<file path="src/rtl/rv_muldiv_if.sv">
`default_nettype none
// ============================================================================
// Module   : rv_muldiv_if
// Brief    : Request/response bundle between the EX stage and the iterative
//            RV32M/RV64M multiply/divide unit.
// Revision : 1.0 - initial release
// ============================================================================
interface rv_muldiv_if #(
  parameter int XLEN     = 32,
  parameter int OP_WIDTH = 8
);
  logic                flush;
  logic                in_valid;
  logic                in_ready;
  logic [OP_WIDTH-1:0] op;
  logic [XLEN-1:0]     a;
  logic [XLEN-1:0]     b;
  logic                out_valid;
  logic                out_ready;
  logic [XLEN-1:0]     result;
  logic                illegal_op;

  // Pipeline side: issues operations and consumes results
  modport master (
    output flush, in_valid, op, a, b, out_ready,
    input  in_ready, out_valid, result, illegal_op
  );

  // Unit side
  modport slave (
    input  flush, in_valid, op, a, b, out_ready,
    output in_ready, out_valid, result, illegal_op
  );
endinterface
`default_nettype wire

</file>
<file path="src/rtl/rv_muldiv_unit.sv">
`default_nettype none
// ============================================================================
// Module   : rv_muldiv_unit
// Brief    : Iterative radix-2 M-extension unit (MUL/MULH/MULHSU/MULHU,
//            DIV/DIVU/REM/REMU). Shift-add multiply and restoring divide on
//            operand magnitudes, one step per cycle, sign applied at the end.
// Revision : 1.0 - initial release
// ============================================================================
module rv_muldiv_unit #(
  parameter int XLEN     = 32,
  parameter int OP_WIDTH = 8
) (
  input  logic       clk,
  input  logic       rstN,
  rv_muldiv_if.slave bus
);

  localparam int CNT_W = $clog2(XLEN);
  localparam int ACC_W = 2 * XLEN + 1;

  localparam logic [1:0] S_IDLE = 2'd0;
  localparam logic [1:0] S_CALC = 2'd1;
  localparam logic [1:0] S_DONE = 2'd2;

  localparam logic [OP_WIDTH-1:0] OP_MUL    = OP_WIDTH'(8'h0C);
  localparam logic [OP_WIDTH-1:0] OP_MULH   = OP_WIDTH'(8'h0D);
  localparam logic [OP_WIDTH-1:0] OP_MULHSU = OP_WIDTH'(8'h0E);
  localparam logic [OP_WIDTH-1:0] OP_MULHU  = OP_WIDTH'(8'h0F);
  localparam logic [OP_WIDTH-1:0] OP_DIV    = OP_WIDTH'(8'h10);
  localparam logic [OP_WIDTH-1:0] OP_DIVU   = OP_WIDTH'(8'h11);
  localparam logic [OP_WIDTH-1:0] OP_REM    = OP_WIDTH'(8'h12);
  localparam logic [OP_WIDTH-1:0] OP_REMU   = OP_WIDTH'(8'h13);

  localparam logic [XLEN-1:0] MIN_INT  = {1'b1, {(XLEN-1){1'b0}}};
  localparam logic [XLEN-1:0] ALL_ONES = {XLEN{1'b1}};

  // Architectural state
  logic [1:0]          state_q,   state_d;
  logic [CNT_W-1:0]    cnt_q,     cnt_d;
  logic [OP_WIDTH-1:0] op_q,      op_d;
  logic [XLEN:0]       opnd_q,    opnd_d;     // multiplicand or divisor magnitude
  logic [ACC_W-1:0]    acc_q,     acc_d;      // {hi/remainder, lo/multiplier-or-quotient}
  logic                neg_q,     neg_d;      // final result must be negated
  logic [XLEN-1:0]     result_q,  result_d;
  logic                illegal_q, illegal_d;

  // Request decode
  logic            w_is_mul, w_is_div, w_is_rem, w_sgn_a, w_sgn_b;
  logic            w_neg_a, w_neg_b, w_div_zero, w_ovf;
  logic [XLEN:0]   w_mag_a, w_mag_b;

  // Iteration datapath
  logic [XLEN:0]     w_mul_sum;
  logic [ACC_W-1:0]  w_mul_next;
  logic [XLEN:0]     w_div_trial, w_div_diff;
  logic              w_div_ge;
  logic [ACC_W-1:0]  w_div_next;
  logic              w_op_mul_q;
  logic [ACC_W-1:0]  w_step;

  // Result formatting
  logic [2*XLEN-1:0] w_prod, w_prod_s;
  logic [XLEN-1:0]   w_div_res, w_div_s, w_final;

  // Classify the incoming op and which operands are treated as signed
  always_comb begin
    w_is_mul = 1'b0;
    w_is_div = 1'b0;
    w_is_rem = 1'b0;
    w_sgn_a  = 1'b0;
    w_sgn_b  = 1'b0;
    case (bus.op)
      OP_MUL, OP_MULH: begin
        w_is_mul = 1'b1;
        w_sgn_a  = 1'b1;
        w_sgn_b  = 1'b1;
      end
      OP_MULHSU: begin
        w_is_mul = 1'b1;
        w_sgn_a  = 1'b1;
      end
      OP_MULHU: w_is_mul = 1'b1;
      OP_DIV: begin
        w_is_div = 1'b1;
        w_sgn_a  = 1'b1;
        w_sgn_b  = 1'b1;
      end
      OP_DIVU: w_is_div = 1'b1;
      OP_REM: begin
        w_is_div = 1'b1;
        w_is_rem = 1'b1;
        w_sgn_a  = 1'b1;
        w_sgn_b  = 1'b1;
      end
      OP_REMU: begin
        w_is_div = 1'b1;
        w_is_rem = 1'b1;
      end
      default: ;
    endcase
  end

  assign w_neg_a = w_sgn_a & bus.a[XLEN-1];
  assign w_neg_b = w_sgn_b & bus.b[XLEN-1];

  // One extra bit so the magnitude of MIN_INT is representable
  assign w_mag_a = w_neg_a ? ({1'b0, ~bus.a} + (XLEN+1)'(1)) : {1'b0, bus.a};
  assign w_mag_b = w_neg_b ? ({1'b0, ~bus.b} + (XLEN+1)'(1)) : {1'b0, bus.b};

  assign w_div_zero = w_is_div && (bus.b == '0);
  assign w_ovf      = w_is_div && w_sgn_a && (bus.a == MIN_INT) && (bus.b == ALL_ONES);

  // Shift-add: add multiplicand into the upper half when the current multiplier bit is set
  assign w_mul_sum  = acc_q[ACC_W-1:XLEN] + (acc_q[0] ? opnd_q : '0);
  assign w_mul_next = {1'b0, w_mul_sum, acc_q[XLEN-1:1]};

  // Restoring divide: shift in next dividend bit, subtract divisor when it fits
  assign w_div_trial = {acc_q[2*XLEN-1:XLEN], acc_q[XLEN-1]};
  assign w_div_ge    = (w_div_trial >= opnd_q);
  assign w_div_diff  = w_div_trial - opnd_q;
  assign w_div_next  = {(w_div_ge ? w_div_diff : w_div_trial), acc_q[XLEN-2:0], w_div_ge};

  // Only legal ops are latched, and all multiplies encode below DIV
  assign w_op_mul_q = (op_q < OP_DIV);
  assign w_step     = w_op_mul_q ? w_mul_next : w_div_next;

  // Sign correction and half selection applied to the last iteration's value
  assign w_prod    = w_step[2*XLEN-1:0];
  assign w_prod_s  = neg_q ? -w_prod : w_prod;
  assign w_div_res = ((op_q == OP_REM) || (op_q == OP_REMU)) ? w_step[2*XLEN-1:XLEN]
                                                             : w_step[XLEN-1:0];
  assign w_div_s   = neg_q ? -w_div_res : w_div_res;
  assign w_final   = w_op_mul_q ? ((op_q == OP_MUL) ? w_prod_s[XLEN-1:0]
                                                    : w_prod_s[2*XLEN-1:XLEN])
                                : w_div_s;

  // Next-state logic for the IDLE -> CALC -> DONE sequencer; flush overrides everything
  always_comb begin
    state_d   = state_q;
    cnt_d     = cnt_q;
    op_d      = op_q;
    opnd_d    = opnd_q;
    acc_d     = acc_q;
    neg_d     = neg_q;
    result_d  = result_q;
    illegal_d = 1'b0;
    case (state_q)
      S_IDLE: begin
        if (bus.in_valid) begin
          if (!(w_is_mul || w_is_div)) begin
            illegal_d = 1'b1;
          end else begin
            op_d  = bus.op;
            cnt_d = '0;
            neg_d = w_is_rem ? w_neg_a : (w_neg_a ^ w_neg_b);
            if (w_is_mul) begin
              opnd_d = w_mag_a;
              acc_d  = {{(XLEN+1){1'b0}}, w_mag_b[XLEN-1:0]};
            end else begin
              opnd_d = w_mag_b;
              acc_d  = {{(XLEN+1){1'b0}}, w_mag_a[XLEN-1:0]};
            end
            if (w_div_zero) begin
              result_d = w_is_rem ? bus.a : ALL_ONES;
              state_d  = S_DONE;
            end else if (w_ovf) begin
              result_d = w_is_rem ? '0 : MIN_INT;
              state_d  = S_DONE;
            end else begin
              state_d  = S_CALC;
            end
          end
        end
      end
      S_CALC: begin
        acc_d = w_step;
        cnt_d = cnt_q + CNT_W'(1);
        if (cnt_q == CNT_W'(XLEN - 1)) begin
          result_d = w_final;
          cnt_d    = '0;
          state_d  = S_DONE;
        end
      end
      S_DONE: begin
        if (bus.out_ready) state_d = S_IDLE;
      end
      default: state_d = S_IDLE;
    endcase
    if (bus.flush) begin
      state_d   = S_IDLE;
      cnt_d     = '0;
      illegal_d = 1'b0;
    end
  end

  // State registers with synchronous active-low reset
  always_ff @(posedge clk) begin
    if (!rstN) begin
      state_q   <= S_IDLE;
      cnt_q     <= '0;
      op_q      <= '0;
      opnd_q    <= '0;
      acc_q     <= '0;
      neg_q     <= 1'b0;
      result_q  <= '0;
      illegal_q <= 1'b0;
    end else begin
      state_q   <= state_d;
      cnt_q     <= cnt_d;
      op_q      <= op_d;
      opnd_q    <= opnd_d;
      acc_q     <= acc_d;
      neg_q     <= neg_d;
      result_q  <= result_d;
      illegal_q <= illegal_d;
    end
  end

  assign bus.in_ready   = (state_q == S_IDLE);
  assign bus.out_valid  = (state_q == S_DONE);
  assign bus.result     = result_q;
  assign bus.illegal_op = illegal_q;

endmodule
`default_nettype wire

</file>
<file path="src/flat_wrapper.sv">
// flat-port wrapper written by rule: the top's interface ports become plain ports
module rv_muldiv_unit_flat 
#(
  parameter int XLEN     = 32,
  parameter int OP_WIDTH = 8
)
  (clk, rstN, bus_flush, bus_in_valid, bus_op, bus_a, bus_b, bus_out_ready, bus_in_ready, bus_out_valid, bus_result, bus_illegal_op);
  rv_muldiv_if #(.XLEN(XLEN), .OP_WIDTH(OP_WIDTH)) bus_i ();
  input  logic clk;
  input  logic rstN;
  input wire logic [$bits(bus_i.flush)-1:0] bus_flush;
  input wire logic [$bits(bus_i.in_valid)-1:0] bus_in_valid;
  input wire logic [$bits(bus_i.op)-1:0] bus_op;
  input wire logic [$bits(bus_i.a)-1:0] bus_a;
  input wire logic [$bits(bus_i.b)-1:0] bus_b;
  input wire logic [$bits(bus_i.out_ready)-1:0] bus_out_ready;
  output wire logic [$bits(bus_i.in_ready)-1:0] bus_in_ready;
  output wire logic [$bits(bus_i.out_valid)-1:0] bus_out_valid;
  output wire logic [$bits(bus_i.result)-1:0] bus_result;
  output wire logic [$bits(bus_i.illegal_op)-1:0] bus_illegal_op;
  assign bus_i.flush = bus_flush;
  assign bus_i.in_valid = bus_in_valid;
  assign bus_i.op = bus_op;
  assign bus_i.a = bus_a;
  assign bus_i.b = bus_b;
  assign bus_i.out_ready = bus_out_ready;
  assign bus_in_ready = bus_i.in_ready;
  assign bus_out_valid = bus_i.out_valid;
  assign bus_result = bus_i.result;
  assign bus_illegal_op = bus_i.illegal_op;
  rv_muldiv_unit #(.XLEN(XLEN), .OP_WIDTH(OP_WIDTH)) u_core (.clk(clk), .rstN(rstN), .bus(bus_i));
endmodule
</file>
<file path="config.mk">
export PLATFORM = sky130hd
export DESIGN_NAME = rv_muldiv_unit_flat
export DESIGN_NICKNAME = d
export VERILOG_FILES = /design/src/rtl/rv_muldiv_if.sv /design/src/rtl/rv_muldiv_unit.sv /design/src/flat_wrapper.sv
export SDC_FILE = /design/constraint.sdc
export NUM_CORES = 1
export LEC_CHECK = 0
export ABC_AREA = 1
export CORE_ASPECT_RATIO = 0.7
export CORE_MARGIN = 1.5
export CORE_UTILIZATION = 35
export DETAILED_ROUTE_END_ITERATION = 8
export PLACE_DENSITY = 0.54
export SYNTH_ARGS = -nofsm -noshare
export SYNTH_HDL_FRONTEND = slang
export SYNTH_SLANG_ARGS = --single-unit
</file>
<file path="constraint.sdc">
create_clock -name clk -period 3.82 [get_ports clk]
set_input_delay 1.146 -clock clk [delete_from_list [all_inputs] [get_ports clk]]
set_output_delay 1.146 -clock clk [all_outputs]
set_load 0.05 [all_outputs]
</file>
==> results by group, run 1 <==
STA
  • Final setup viols: 0
  • PnR worst setup slack: around 0.044 ns
  • Period Utilization, post-route: a little over nine tenths
  • F_max: 265 MHz
  • Hold Slack: ~0.47 ns
  • Slew margin rel.: about a third
  • Worst-Margin Slew: 1.01 ns
  • Period minus WS final: about 3.8 ns
  • Fin. Hold Viols: 0
  • Worst clock skew: around 0.026 ns
  • Final max-slew violation count: 0
  • Unrepaired setup endpoints after global routing: true

Clock network
  • Root buf cell: clkbuf_16
  • Clk Latency, worst-skew pair: around 0.49 ns
  • Reg clk slew, reported paths: around 0.070 ns
  • Maximum clock insertion buffer count: 2
  • Hold-fix buffers at CTS: 0
  • Clk sinks: between 100 and 150
  • CTS tree: built
  • H-tree depth: 4
  • CTS Buf Count: 17

Routing
  • Pre-antenna DRT Iters: 8
  • DR WL/cell: ~22 um
  • DR iter-0 viols: 3327
  • Post-route antenna net violation count: 0
  • Residual DRC: 6
  • DR vias: approximately 26k
  • Via density: between 5 and 6
  • Post-Route WL: 108 mm

Power
  • Peak supply drop: roughly 0.18 mV
  • Net Sw Frac: between 30% and 40%
  • Clock power share: between 30% and 40%
  • Reg power frac: 29.9%
  • Comb power frac: between 30% and 40%
  • Power Dens Cells: roughly 170 nW/um2
  • NetSw: 0.00187 W
  • Internal Pwr Total: ~0.0033 W
  • Lkg Pwr: ~15 nW
  • PnR Total Power: 0.00515 W

Yosys
  • Synthesis-stage register bit count: 147
  • Sequential-to-total area share from yosys stat: between 10% and 20%
  • Mapped Area: 18100 um2
  • Ys flop type: dfxtp_1
  • Ys Warns: 0
  • Mapped Nets: approximately 3.4k
  • Synth unique cells: 53
  • EDFF count, synth: 0
  • Async SR Flop Fraction: 0%
  • Cells after Synth: 3276
  • Syn_area_per_cell: between 5 and 6 um2

Setup path
  • Max stage delay cell, worst path: dfxtp_2
  • Crit path max fanout: 4
  • R2R depth: 31
  • Crit path DAT: ~4.2 ns
  • Slowest stage delay, CP: 0.33 ns
  • Endpoint class of the critical path: flop
  • Reg2reg start: u_core.opnd_q[14]$_SDFFE_PN0P_
  • Startpoint types: flop
  • R2R setup slack: 0.04 ns
  • Worst Setup Path Type: flop to flop
  • Worst path required time: 4.19 ns
  • R2R Path End: u_core.bus.result[14]$_SDFFE_PN0P_

Finish
  • P&R area growth vs syn: 62.9%
  • Ant. Diodes: 0
  • Share of cells above drive strength 1: a little over a third
  • Finished layout cell area: about 30000 um2
  • Final net count: about 4.3k

Global route
  • GR Util met2: about half
  • Number of global-route vias before repair: between 20k and 25k
  • Met1 Track Usage GR: roughly three fifths
  • Gr busiest metal: met1
  • Largest net degree at the start of global routing: 85
  • Total track usage: 38.9%
  • Met3 Use GR: ~15%
  • First-pass GRT wire length: approximately 150 mm
  • Antenna violations before repair: 1
  • Grt ovf: 0

Placement
  • Place WS: -1.02 ns
  • GP Congestion: roughly 1.1
  • Post-DP HPWL: around 86 mm
  • Port bufs: 111
  • Post-DP Area: roughly 25000 um2

Run status
  • Outcome: finished with violations
  • Failing checks: design-rule violations

Floorplanning
  • Initial Util: 35.6%
  • Core area: 50900 um2
  • Io pins: 112
  • Die Height: ~190 um
  • Horiz. Die Dim: ~270 um
  • Die Area: approximately 53000 um2
  • Row count: between 60 and 70

Hold path
  • Min-Delay Endpoint: u_core.op_q[6]$_SDFFE_PN0P_
  • HP Class: flop to flop
  • Worst hold stages: 2
  • Hold path startpoint: u_core.op_q[6]$_SDFFE_PN0P_

Flow run
  • Max-cap violations: 0
==> cell usage in the layout (no fill, tap or decap), types with 64 or more instances in the layout <==
cell             instances
o21ai_0                169
nand2_1                763
nor2_1                 296
buf_4                  817
inv_1                  401
xor2_1                  71
nand3_1                213
dfxtp_1                103
nand2_2                127
a21oi_1                214
nor2_2                  64
clkdlybuf4s50_1        100
==> layout make-up <==
type	instances	area, um2
Fill cell	5060	21400
Clock inverter	12	171
Sequential cell	147	3020
Clock buffer	19	453
Inverter	452	1730
Timing Repair Buffer	974	8040
Multi-Input combinational cell	2552	15200
Tap cell	674	843
==> cells in the mapped netlist (8+ instances only) <==
library cell / count / area (um2)
nand3b_1: 24 / 180
nor2_2: 13 / 81.3
o21a_1: 8 / 60.1
o21ai_1: 31 / 155
o211ai_1: 41 / 308
clkbuf_1: 79 / 297
nand4_1: 48 / 300
dfxtp_1: 147 / 2940
nor2_1: 373 / 1400
buf_1: 12 / 45.0
nand2_2: 36 / 225
ha_1: 72 / 901
inv_2: 9 / 33.8
xor2_1: 73 / 639
xnor2_1: 32 / 280
o21ai_0: 210 / 1050
or2_2: 12 / 75.1
o21bai_1: 15 / 113
inv_1: 436 / 1640
nand3_2: 10 / 100
nor4_1: 13 / 81.3
a221oi_1: 9 / 78.8
a21oi_1: 257 / 1290
nand3_1: 267 / 1340
a21o_1: 9 / 67.6
nand2_1: 882 / 3310
a31oi_1: 23 / 144
o21ai_2: 18 / 158
buf_2: 25 / 125
nor3_1: 37 / 185
==> power groups by stage <==
| stage | clock network (W) | logic [W] | registers (W) |
|---|---|---|---|
| global route | 0.00200 | 0.00175 | 0.00154 |
| CTS | 0.00194 | 0.00149 | 0.00154 |
| global placement | 0 | 0.00140 | 0.00158 |
| floorplan | 0 | 0.000622 | 0.00158 |
| finish | 0.00194 | 0.00167 | 0.00154 |
| detailed placement | 0 | 0.00140 | 0.00158 |
==> layer usage <==
metal | part of all wire [%] | vias to the layer above
li1 | - | 12388
met1 | 46 | 12348
met2 | 38 | 1467
met3 | 14 | 146
met4 | 2.5 | 0
met5 | 0 | -
==> flip-flops by register name, summed over array words and instances (netlist names) <==
register               flops
u_core.op_q                8
u_core.opnd_q             33
u_core.acc_q              65
u_core.bus.illegal_op      1
u_core.neg_q               1
u_core.bus.result         32
u_core.state_q             2
u_core.cnt_q               5
==> repair_timing <==
item	CTS	global route
hold endpoints to repair	0	0
pin swaps	76	130
gates resized for setup	274	418
cloned	6	0
buffers inserted	59	46
setup endpoints to repair	47	58
==> cells by family after synthesis <==
kind of cell	synth area share [%]
AOI/OAI and AO/OA	19.6
xor gates and xnor gates	5.08
adders and majority gates	5.20
buffers and inverters	12.5
DFF	16.2
and+or+nand+nor	41.3
==> worst max-delay path, delay by kind of cell (launching register included) <==
| kind | cells | cell delay (ns) |
|---|---|---|
| flip-flops | 1 | 0.33 |
| buffers and inverters | 7 | 0.56 |
| XOR/XNOR | 1 | 0.08 |
| AND/OR/NAND/NOR | 17 | 1.75 |
| adder cells (fa/ha/maj) | 2 | 0.42 |
| AO/OA/AOI/OAI | 4 | 0.53 |
==> worst max-delay path by stage <==
stage | startpoint | endpoint | cells after the start
finish | u_core.opnd_q[14]$_SDFFE_PN0P_ | u_core.bus.result[14]$_SDFFE_PN0P_ | 31
global route | u_core.opnd_q[2]$_SDFFE_PN0P_ | u_core.bus.result[14]$_SDFFE_PN0P_ | 35
CTS | u_core.acc_q[32]$_SDFFE_PN0P_ | u_core.bus.result[26]$_SDFFE_PN0P_ | 25
detailed placement | bus_b[0] | u_core.bus.result[26]$_SDFFE_PN0P_ | 24
global placement | bus_b[0] | u_core.bus.result[26]$_SDFFE_PN0P_ | 24
floorplan | u_core.opnd_q[12]$_SDFFE_PN0P_ | u_core.bus.result[16]$_SDFFE_PN0P_ | 32
==> metrics by stage <==
| stage | instances | setup TNS [ns] | util [%] |
|---|---|---|---|
| 2_1_floorplan | 3276 | 0 | - |
| 3_3_place_gp | 4692 | -39.97 | 49.9 |
| 3_5_place_dp | 4692 | -43.57 | 49.9 |
| 6_report | 4830 | 0 | 57.9 |
| 5_1_grt | 4830 | -1.59 | 57.9 |
| 4_1_cts | 4787 | -0.116 | 54.3 |
Power figures use the tool's default switching activity.
==> run 2: changes to the inputs <==
- CAP_MARGIN: default -> 30
- SETUP_SLACK_MARGIN: default -> 0.3
- SKIP_CTS_REPAIR_TIMING: default -> 1
==> results by group, run 2 (synthesis gave the netlist of run 1 again) <==
Finish
  • P&R area growth vs syn: 59.4%
  • Biggest register: u_core.acc_q
  • Fill cells: 5112 (+1.0%)
  • Final Util: 56.7% (-1.2 points)
  • Final net count: 4241 (-1.3%)
  • Leading cell types in the layout, fill and taps excluded: buf_4 (768), nand2_1 (765), inv_1 (396)
  • Largest register FFs: 65 (unchanged)
  • FF/Latch Area: 3030 um2 (+0.29%)
  • Commonest non-fill, non-tap cell in the layout: buf_4
  • Multi-input logic area: 15200 um2 (-0.48%)
  • Share of cells above drive strength 1: 34.8% (-1.0 points)

STA
  • Slew margin rel.: 33.7% (+0.89 points)
  • PnR worst setup slack: -0.140 ns (-0.183 ns)
  • Unrepaired setup endpoints after global routing: true
  • F_max: 253 MHz (-4.6%)
  • Final setup viols: 15 (+15)
  • Period Utilization, post-route: 104% (+4.8 points)
  • Final max-slew violation count: 0 (unchanged)
  • Worst-Margin Slew: 0.984 ns (-0.0238 ns)
  • Worst clock skew: 0.0183 ns (-0.00720 ns)
  • Period minus WS final: 3.96 ns (+0.183 ns)
  • Fin. Hold Viols: 0 (unchanged)

Clock network
  • CTS tree: built
  • H-tree depth: 4 (unchanged)
  • CTS Buf Count: 17 (unchanged)
  • Clk sinks: 147 (unchanged)
  • Maximum clock insertion buffer count: 2 (unchanged)
  • Root buf cell: clkbuf_16
  • Clk Latency, worst-skew pair: 0.48 ns (about the same)
  • Reg clk slew, reported paths: 0.09 ns (+0.02 ns)

Routing
  • Residual DRC: 4 (-2)
  • Post-route antenna net violation count: 0 (unchanged)
  • DR vias: 26.1k (-0.86%)
  • DR iter-0 viols: 3378 (+1.5%)
  • Post-Route WL: 106 mm (-1.6%)
  • Via density: 5.47 (+0.22%)
  • Pre-antenna DRT Iters: 8 (unchanged)
  • DR WL/cell: 22.2 um (-0.55%)

Floorplanning
  • Io pins: 112 (unchanged)
  • Die Height: 193 um (unchanged)
  • Row count: 69 (unchanged)
  • Initial Util: 35.6% (unchanged)
  • Core area: 50900 um2 (unchanged)
  • Horiz. Die Dim: 275 um (unchanged)
  • Die Area: 53100 um2 (unchanged)

Setup path
  • Max stage delay cell, worst path: dfxtp_2
  • Cell family with most CP delay: simple AND/OR/NAND/NOR gates
  • Startpoint types: flop
  • Worst setup path start: u_core.opnd_q[16]$_SDFFE_PN0P_
  • Worst Setup Path Type: flop to flop
  • Endpoint class of the critical path: flop
  • Buf/Inv on CP: 10 (+3)
  • Reg2reg start: u_core.opnd_q[16]$_SDFFE_PN0P_
  • Crit path max fanout: 7 (+3)
  • Worst path required time: 4.21 ns (+0.02 ns)
  • Crit path DAT: 4.35 ns (+0.20 ns)
  • Slowest stage delay, CP: 0.34 ns (about the same)

Hold path
  • HP Class: flop to flop
  • Hold path startpoint: u_core.op_q[6]$_SDFFE_PN0P_

Flow run
  • Max-cap violations: 0 (unchanged)

Power
  • Peak supply drop: 0.297 mV (+63%)
  • Comb power frac: 33.3% (+0.9 points)
  • Reg power frac: 30.7% (+0.8 points)
  • Power Dens Cells: 174 nW/um2 (-0.42%)
  • Net Sw Frac: 38.7% (+2.4 points)
  • Internal Pwr Total: 0.00308 W (-6.2%)
  • Lkg Pwr: 14.6 nW (-1.1%)
  • NetSw: 0.00194 W (+4.0%)
  • Clock power share: 36.0% (-1.7 points)
  • PnR Total Power: 0.00502 W (-2.5%)

Run status
  • Failing checks: design-rule violations, negative setup slack
  • Outcome: finished with violations

Global route
  • Antenna violations before repair: 2 (+1)
  • First-pass GRT wire length: 150 mm (-1.6%)
  • Total track usage: 38.1% (-0.83 points)
  • Number of global-route vias before repair: 23.1k (-2.3%)
  • Largest net degree at the start of global routing: 78 (-8.2%)
  • Grt ovf: 0 (unchanged)

Placement
  • Post-DP HPWL: 86.2 mm (+0.18%)
  • Port bufs: 111 (unchanged)
  • GP Congestion: 1.07 (+0.51%)
## run 2: changes by cell type in the layout (fill, tap and decap cells not counted), moves of 8 or more
cell            delta
nand2_4            +8
dlymetal6s2s_1    +11
ha_1              +12
inv_2              +8
buf_4             -49
nor2_2            -13
nand2_2           -11
ha_4              -10
buf_12             -8
nor2_4            +11
a21oi_1            +9
## run 2: layout make-up
type                       instances  share of cell area [%]
clock buffer                      18                    1.52
timing repair buffer             919                    26.0
tap                              674                    2.92
inverter                         452                    5.98
timing repair inverter             1                  0.0260
clock inverter                    14                   0.472
multi-input combinational       2552                    52.6
antenna                            1                 0.00867
sequential                       147                    10.5
## run 2: metal layers
metal | wire, um | vias to the layer above | global-route usage (%) | share of wire, %
li1 | - | 12270 | - | -
met1 | 50000 | 12319 | 61.1 | 47
met2 | 41100 | 1440 | 50.8 | 39
met3 | 13200 | 92 | 8.74 | 12
met4 | 1550 | 2 | 5.48 | 1.5
met5 | 7 | - | 0 | 0.0066
## run 2: worst reg2reg max path: cells and delay by family, from the launching register on
family	cells	cell delay, ns
simple gates	14	1.45
buf+inv	10	1.11
compound gates	3	0.49
xor+xnor	1	0.16
flops	1	0.34
fa+ha+maj	1	0.31
## run 2: path summary, 6_finish.rpt
kind	endpoint	slack [ns]	cells past startpoint
worst max-delay path	u_core.bus.result[9]$_SDFFE_PN0P_	-0.14	29
worst min-delay path	u_core.op_q[6]$_SDFFE_PN0P_	0.47	2
worst max register to register	u_core.bus.result[9]$_SDFFE_PN0P_	-0.14	29
worst min register to register	u_core.op_q[6]$_SDFFE_PN0P_	0.47	2
## run 2: per-stage QoR
step	worst slack [ns]	instances	TNS [ns]	hold slack, ns	cell area, um2
3_3_place_gp	-0.710	4672	-33.40	0.444	25400
5_1_grt	-0.317	4777	-4.84	0.500	28900
6_report	-0.140	4778	-1.03	0.473	28900
4_1_cts	-0.530	4704	-14.87	0.465	26000
2_1_floorplan	0.243	3276	0	0.436	18400
3_5_place_dp	-0.836	4672	-41.38	0.454	25400
## run 2: power groups by stage
stage,sequential [W],combinational [W],clock (W)
6_report,0.00154,0.00167,0.00181
5_1_grt,0.00154,0.00175,0.00186
4_1_cts,0.00155,0.00139,0.00180
3_5_place_dp,0.00158,0.00138,0
3_3_place_gp,0.00158,0.00138,0
2_1_floorplan,0.00158,0.000628,0
